File: src/rtl/hazard_ctrl_pkg.sv
// Shared opcode/funct codes, FSM state encodings and hit-decode helpers
// for the sequential hazard controller and its match decoder.
package hazard_ctrl_pkg;

  localparam logic [5:0] OP_R_TYPE = 6'h00;
  localparam logic [5:0] OP_J      = 6'h02;
  localparam logic [5:0] OP_JAL    = 6'h03;
  localparam logic [5:0] OP_BEQ    = 6'h04;
  localparam logic [5:0] OP_BNE    = 6'h05;
  localparam logic [5:0] OP_ADDI   = 6'h08;
  localparam logic [5:0] OP_LB     = 6'h20;
  localparam logic [5:0] OP_LH     = 6'h21;
  localparam logic [5:0] OP_LW     = 6'h23;
  localparam logic [5:0] OP_LBU    = 6'h24;
  localparam logic [5:0] OP_LHU    = 6'h25;
  localparam logic [5:0] OP_LWU    = 6'h27;
  localparam logic [5:0] OP_SB     = 6'h28;
  localparam logic [5:0] OP_SH     = 6'h29;
  localparam logic [5:0] OP_SW     = 6'h2B;
  localparam logic [5:0] OP_HALT   = 6'h3F;

  localparam logic [5:0] FN_JR     = 6'h08;
  localparam logic [5:0] FN_JALR   = 6'h09;
  localparam logic [5:0] FN_ADD    = 6'h20;

  localparam logic [1:0] ST_RUN    = 2'd0;
  localparam logic [1:0] ST_LOAD   = 2'd1;
  localparam logic [1:0] ST_JMP    = 2'd2;
  localparam logic [1:0] ST_HALT   = 2'd3;

  typedef struct packed {
    logic halt;
    logic load;
    logic jump;
  } hazard_hits_t;

  function automatic logic is_load_op(input logic [5:0] op);
    case (op)
      OP_LB, OP_LH, OP_LW, OP_LWU, OP_LBU, OP_LHU: return 1'b1;
      default: return 1'b0;
    endcase
  endfunction

  // Instructions whose rt field is a source operand rather than a destination.
  function automatic logic reads_rt(input logic [5:0] op);
    case (op)
      OP_R_TYPE, OP_SB, OP_SH, OP_SW, OP_BEQ, OP_BNE: return 1'b1;
      default: return 1'b0;
    endcase
  endfunction

  function automatic logic is_jump(input logic [5:0] op, input logic [5:0] funct);
    return (op == OP_J) || (op == OP_JAL) ||
           ((op == OP_R_TYPE) && ((funct == FN_JR) || (funct == FN_JALR)));
  endfunction

endpackage

File: src/rtl/hazard_ctrl_match.sv
// Combinational hazard decode for the instruction in ID against the load in EX;
// shared with the forwarding unit tests.
module hazard_match
  import hazard_ctrl_pkg::*;
#(
  parameter int NB_REG = 5,
  parameter int NB_OP  = 6
) (
  input  logic [NB_OP-1:0]  if_id_op,
  input  logic [NB_OP-1:0]  if_id_funct,
  input  logic [NB_REG-1:0] if_id_rs,
  input  logic [NB_REG-1:0] if_id_rt,
  input  logic [NB_OP-1:0]  id_ex_op,
  input  logic [NB_REG-1:0] id_ex_rt,
  output hazard_hits_t      hits
);

  logic rs_match;
  logic rt_match;

  // Register 0 is hardwired, so a load into it never creates a dependency.
  assign rs_match = (id_ex_rt == if_id_rs);
  assign rt_match = reads_rt(if_id_op) && (id_ex_rt == if_id_rt);

  always_comb begin
    hits      = '0;
    hits.halt = (if_id_op == OP_HALT);
    hits.load = is_load_op(id_ex_op) && (id_ex_rt != '0) && (rs_match || rt_match);
    hits.jump = is_jump(if_id_op, if_id_funct);
  end

endmodule

File: src/rtl/hazard_ctrl.sv
// Sequential hazard control: holds load-use stalls and jump flushes for a
// configurable number of cycles, latches HALT, and counts stall/flush cycles.
module hazard_ctrl
  import hazard_ctrl_pkg::*;
#(
  parameter int NB_REG      = 5,
  parameter int NB_OP       = 6,
  parameter int LOAD_STALLS = 1,
  parameter int JMP_BUBBLES = 1,
  parameter int NB_CNT      = 16
) (
  input  logic              i_clk,
  input  logic              i_reset,
  input  logic              i_enable,
  input  logic [NB_OP-1:0]  i_if_id_op,
  input  logic [NB_OP-1:0]  i_if_id_funct,
  input  logic [NB_REG-1:0] i_if_id_rs,
  input  logic [NB_REG-1:0] i_if_id_rt,
  input  logic [NB_OP-1:0]  i_id_ex_op,
  input  logic [NB_REG-1:0] i_id_ex_rt,
  output logic              o_pc_stall,
  output logic              o_bubble,
  output logic              o_if_id_flush,
  output logic              o_halt,
  output logic [NB_CNT-1:0] o_stall_cnt
);

  // The detection cycle in RUN is already the first stall/flush cycle, so the
  // hold states are entered only for counts above one, preloaded with N-2.
  localparam logic       JMP_EN       = (JMP_BUBBLES > 0);
  localparam logic       LOAD_MULTI   = (LOAD_STALLS > 1);
  localparam logic       JMP_MULTI    = (JMP_BUBBLES > 1);
  localparam logic [2:0] LOAD_PRELOAD = LOAD_MULTI ? 3'(LOAD_STALLS - 2) : 3'd0;
  localparam logic [2:0] JMP_PRELOAD  = JMP_MULTI  ? 3'(JMP_BUBBLES - 2) : 3'd0;

  logic [1:0]        state;
  logic [1:0]        state_nxt;
  logic [2:0]        cnt;
  logic [2:0]        cnt_nxt;
  logic [NB_CNT-1:0] stall_cnt;
  hazard_hits_t      hits;
  logic              in_run;
  logic              stall;
  logic              flush;
  logic              halt;

  hazard_match #(
    .NB_REG (NB_REG),
    .NB_OP  (NB_OP)
  ) u_match (
    .if_id_op    (i_if_id_op),
    .if_id_funct (i_if_id_funct),
    .if_id_rs    (i_if_id_rs),
    .if_id_rt    (i_if_id_rt),
    .id_ex_op    (i_id_ex_op),
    .id_ex_rt    (i_id_ex_rt),
    .hits        (hits)
  );

  assign in_run = (state == ST_RUN);
  assign stall  = (in_run & hits.load) | (state == ST_LOAD) | (state == ST_HALT);
  assign flush  = (in_run & hits.jump & JMP_EN) | (state == ST_JMP);
  assign halt   = (in_run & hits.halt) | (state == ST_HALT);

  // Reset masks the outputs in the same cycle so a stale state never leaks out.
  assign o_pc_stall    = ~i_reset & stall;
  assign o_bubble      = ~i_reset & stall;
  assign o_if_id_flush = ~i_reset & flush;
  assign o_halt        = ~i_reset & halt;
  assign o_stall_cnt   = stall_cnt;

  always_comb begin
    state_nxt = state;
    cnt_nxt   = cnt;
    case (state)
      ST_RUN: begin
        if (hits.halt) begin
          state_nxt = ST_HALT;
        end else if (hits.load) begin
          if (LOAD_MULTI) begin
            state_nxt = ST_LOAD;
            cnt_nxt   = LOAD_PRELOAD;
          end
        end else if (hits.jump && JMP_MULTI) begin
          state_nxt = ST_JMP;
          cnt_nxt   = JMP_PRELOAD;
        end
      end
      ST_LOAD, ST_JMP: begin
        if (cnt == 3'd0) begin
          state_nxt = ST_RUN;
        end else begin
          cnt_nxt = cnt - 3'd1;
        end
      end
      default: begin
        state_nxt = state;
      end
    endcase
  end

  always_ff @(posedge i_clk) begin
    if (i_reset) begin
      state     <= ST_RUN;
      cnt       <= 3'd0;
      stall_cnt <= '0;
    end else if (i_enable) begin
      state <= state_nxt;
      cnt   <= cnt_nxt;
      if ((stall | flush) && (state != ST_HALT) && (stall_cnt != '1)) begin
        stall_cnt <= stall_cnt + 1'b1;
      end
    end
  end

endmodule

File: config.mk
export PLATFORM = sky130hd
export DESIGN_NAME = hazard_ctrl
export DESIGN_NICKNAME = d
export VERILOG_FILES = /design/src/rtl/hazard_ctrl_pkg.sv /design/src/rtl/hazard_ctrl_match.sv /design/src/rtl/hazard_ctrl.sv
export SDC_FILE = /design/constraint.sdc
export NUM_CORES = 1
export LEC_CHECK = 0
export ABC_AREA = 0
export BUFFER_PORTS_ARGS = -buffer_cell sky130_fd_sc_hd__buf_2
export CAP_MARGIN = 20
export CORE_ASPECT_RATIO = 1.75
export CORE_UTILIZATION = 45
export CTS_CLUSTER_SIZE = 25
export DETAILED_ROUTE_END_ITERATION = 7
export PLACE_DENSITY = 0.79
export SYNTH_ARGS = -nofsm -noshare
export SYNTH_HDL_FRONTEND = slang
export SYNTH_SLANG_ARGS = --single-unit
File: constraint.sdc
create_clock -name i_clk -period 2.55 [get_ports i_clk]
set_input_delay 0.6375 -clock i_clk [delete_from_list [all_inputs] [get_ports i_clk]]
set_output_delay 0.6375 -clock i_clk [all_outputs]
set_load 0.05 [all_outputs]
==> impl_metrics.json <==
{
  "ys_types": 43,
  "fin_hold_ws_ps": 484,
  "rows": 23,
  "grt_max_degree": 24,
  "grt_pass1_wl_microns": 5060,
  "wl_per_cell_microns": 14.4,
  "fill_cells": 169,
  "setup_viol": 2,
  "hold_viol": 0,
  "die_x_microns": 40.0,
  "multiInputGateArea_sq_um": 838,
  "syn_area_sq_um": 1140,
  "fp.coreArea_sq_um": 2330,
  "fmax_ghz": 0.383,
  "track_usage_pct": 25.9,
  "synth_area_leaders": "dfxtp_1, xor2_1, a21oi_1",
  "avgSynthCellArea_sq_um": 8.12,
  "grt.overflow.total": 0,
  "cts_made_buffers": 3,
  "clk_path_buf_depth": 2,
  "synth_top_area_share_pct": 29.9,
  "irDropWorstVdd_mv": 0.214,
  "worstSetupPathType": "in -> out",
  "status": "complete, but fails checks",
  "worst_pin_slew_ps": 456,
  "violations": "setup timing",
  "finalMaxSlewViolations": 0,
  "fin_crit_ps": 2610,
  "htreeDepth": 1,
  "grt_pass1_vias": 1268,
  "path_max_fanout": 2,
  "nNetsFinal": 244,
  "fin_tns_setup_ps": -128,
  "start_util_pct": 48.8,
  "ys_seq_area_share_pct": 29.9,
  "synth_largest_area_cell": "dfxtp_1",
  "drt_iter0_markers": 40,
  "synth_nets": 177,
  "cts_tree": "built",
  "p_per_area_nw_per_um2": 336,
  "p_leak_uw": 0.000712,
  "vias": 1382,
  "clock-sinks": 17,
  "drt_wl_total_microns": 3330,
  "clk_pin_slew_ps": 70,
  "synthCells": 140,
  "dp_hpwl_microns": 2540,
  "clock_skew_ps": 3.31,
  "ant_nets": 0,
  "power.total_uw": 571,
  "holdCritPathClass": "reg -> reg",
  "crit_required_ps": 1910,
  "critPathArrivalTime_ps": 1980,
  "gp_congestion": 0.771,
  "fp.dieArea_sq_um": 2740,
  "synth_ff_type": "dfxtp_1",
  "seq_area_sq_um": 340,
  "antenna_found_initial": 0,
  "cp-end-kind": "output pin",
  "cts_root_buf": "clkbuf_8",
  "worstSetupStartpoint": "i_id_ex_rt[1]",
  "finalInstanceArea_sq_um": 1700,
  "postSynth.asyncResetShare_pct": 0,
  "drcViolationCount": 0,
  "setup_slack_ps": -64.1,
  "drive_gt1_share_pct": 44.2,
  "min_from": "o_stall_cnt[8]",
  "fin_crit_sh_pct": 103,
  "ioPinCount": 56,
  "ys_ff_latch": 17,
  "synth_edf_count": 0,
  "yosysWarningCount": 0,
  "die_y_microns": 68.5,
  "diodes": 0,
  "via_per_inst": 5.98,
  "first_pass_iters": 4,
  "clk_latency_ps": 250,
  "placed_cell_area_sq_um": 1540,
  "io_buffers": 53,
  "maxSlewHeadroom_pct": 69.6,
  "area_growth_pct": 49.5,
  "max_cap_violations": 0,
  "start_kind": "input port",
  "grt_setup_unrepaired": "true",
  "r2r-start": "o_stall_cnt[11]",
  "finish.utilization_pct": 72.9
}
state kept, by name, indices dropped and copies added, names as in the netlist:
signal and cells:
o_stall_cnt 16, state 1
timing repair:
item / 4_1_cts / 5_1_grt
setup buffers: 0 / 1
hold buffers: 0 / 0
pin swaps: 1 / 0
resized for setup: 9 / 12
endpoints found under the setup margin: 12 / 13
stage by stage:
step,setup WS (ps),instances
final,-64.1,231
after global routing,-83.6,231
after CTS,-59.1,230
after detailed placement,-411,226
after global placement,-197,226
after floorplan,-60.1,140
worst max-delay path: stages:
cell     delay [ps]
buf_6            90
or4_4           520
o211a_4         260
nand4_1         160
a31oi_4         130
buf_6           180
synth_stat cells (2+ instances only):
cell / number
nand4_1: 10
dfxtp_1: 17
or4_1: 8
nand3_1: 2
inv_1: 4
xnor2_1: 2
nor3_1: 4
a31o_2: 2
and2_1: 2
a41o_1: 2
a31oi_1: 2
xor2_1: 8
a21oi_1: 13
nand2_1: 7
buf_2: 2
mux2_2: 2
o31ai_1: 8
clkbuf_1: 4
nand2b_1: 2
nor2_1: 10
and3_1: 3
nor2b_1: 3
nor4_1: 2
and4_1: 2
placed cells by master, fill, tap and decap left out, drive strengths merged, types with 3 or more instances in the layout:
master,netlist,routed
and3,3,3
or4,8,8
dfxtp,17,17
nor3,5,5
clkbuf,4,4
buf,4,70
inv,4,4
a21oi,13,13
nand4,10,10
o31ai,8,8
xor2,8,8
nand2,7,7
nor2b,3,3
nor2,10,10
where the power goes:
part | total [uW] | internal, uW | switching, uW | leakage [uW]
clock network | 204 | 111 | 93.0 | 0.0000228
registers | 266 | 266 | 0.477 | 0.000137
logic | 101 | 49.5 | 51.9 | 0.000552
total | 571 | 426 | 145 | 0.000712
final timing paths:
| kind | endpoint | slack (ps) | depth (start not counted) |
|---|---|---|---|
| setup / recovery | o_pc_stall | -60 | 6 |
| hold / removal | o_stall_cnt[8] | 480 | 2 |
| setup reg to reg | o_stall_cnt[7] | 370 | 6 |
| hold reg to reg | o_stall_cnt[8] | 480 | 2 |
logic make-up after synthesis:
family | Yosys count | share of synthesized area [%]
AO/OA/AOI/OAI | 36 | 21.8
multiplexers | 2 | 1.98
AND/OR/NAND/NOR | 62 | 32.3
flip-flops | 17 | 29.9
buffers and inverters | 12 | 5.17
XOR/XNOR | 10 | 7.70
adder cells (fa/ha/maj) | 1 | 1.10
routing by layer:
metal,part of all wire [%],GRT usage [%],up-vias
met5,0,0,-
met4,1.8,9.91,0
met3,4.6,3.21,8
met2,59,52.4,57
met1,34,23.2,648
li1,-,-,669
final cells by class:
class / instances / area share [%]
inverter: 4 / 0.883
timing repair buffer: 70 / 25.3
clock buffer: 4 / 2.65
multi-input combinational: 111 / 49.3
tap: 25 / 1.84
sequential: 17 / 20.0
Power figures use the tool's default switching activity.
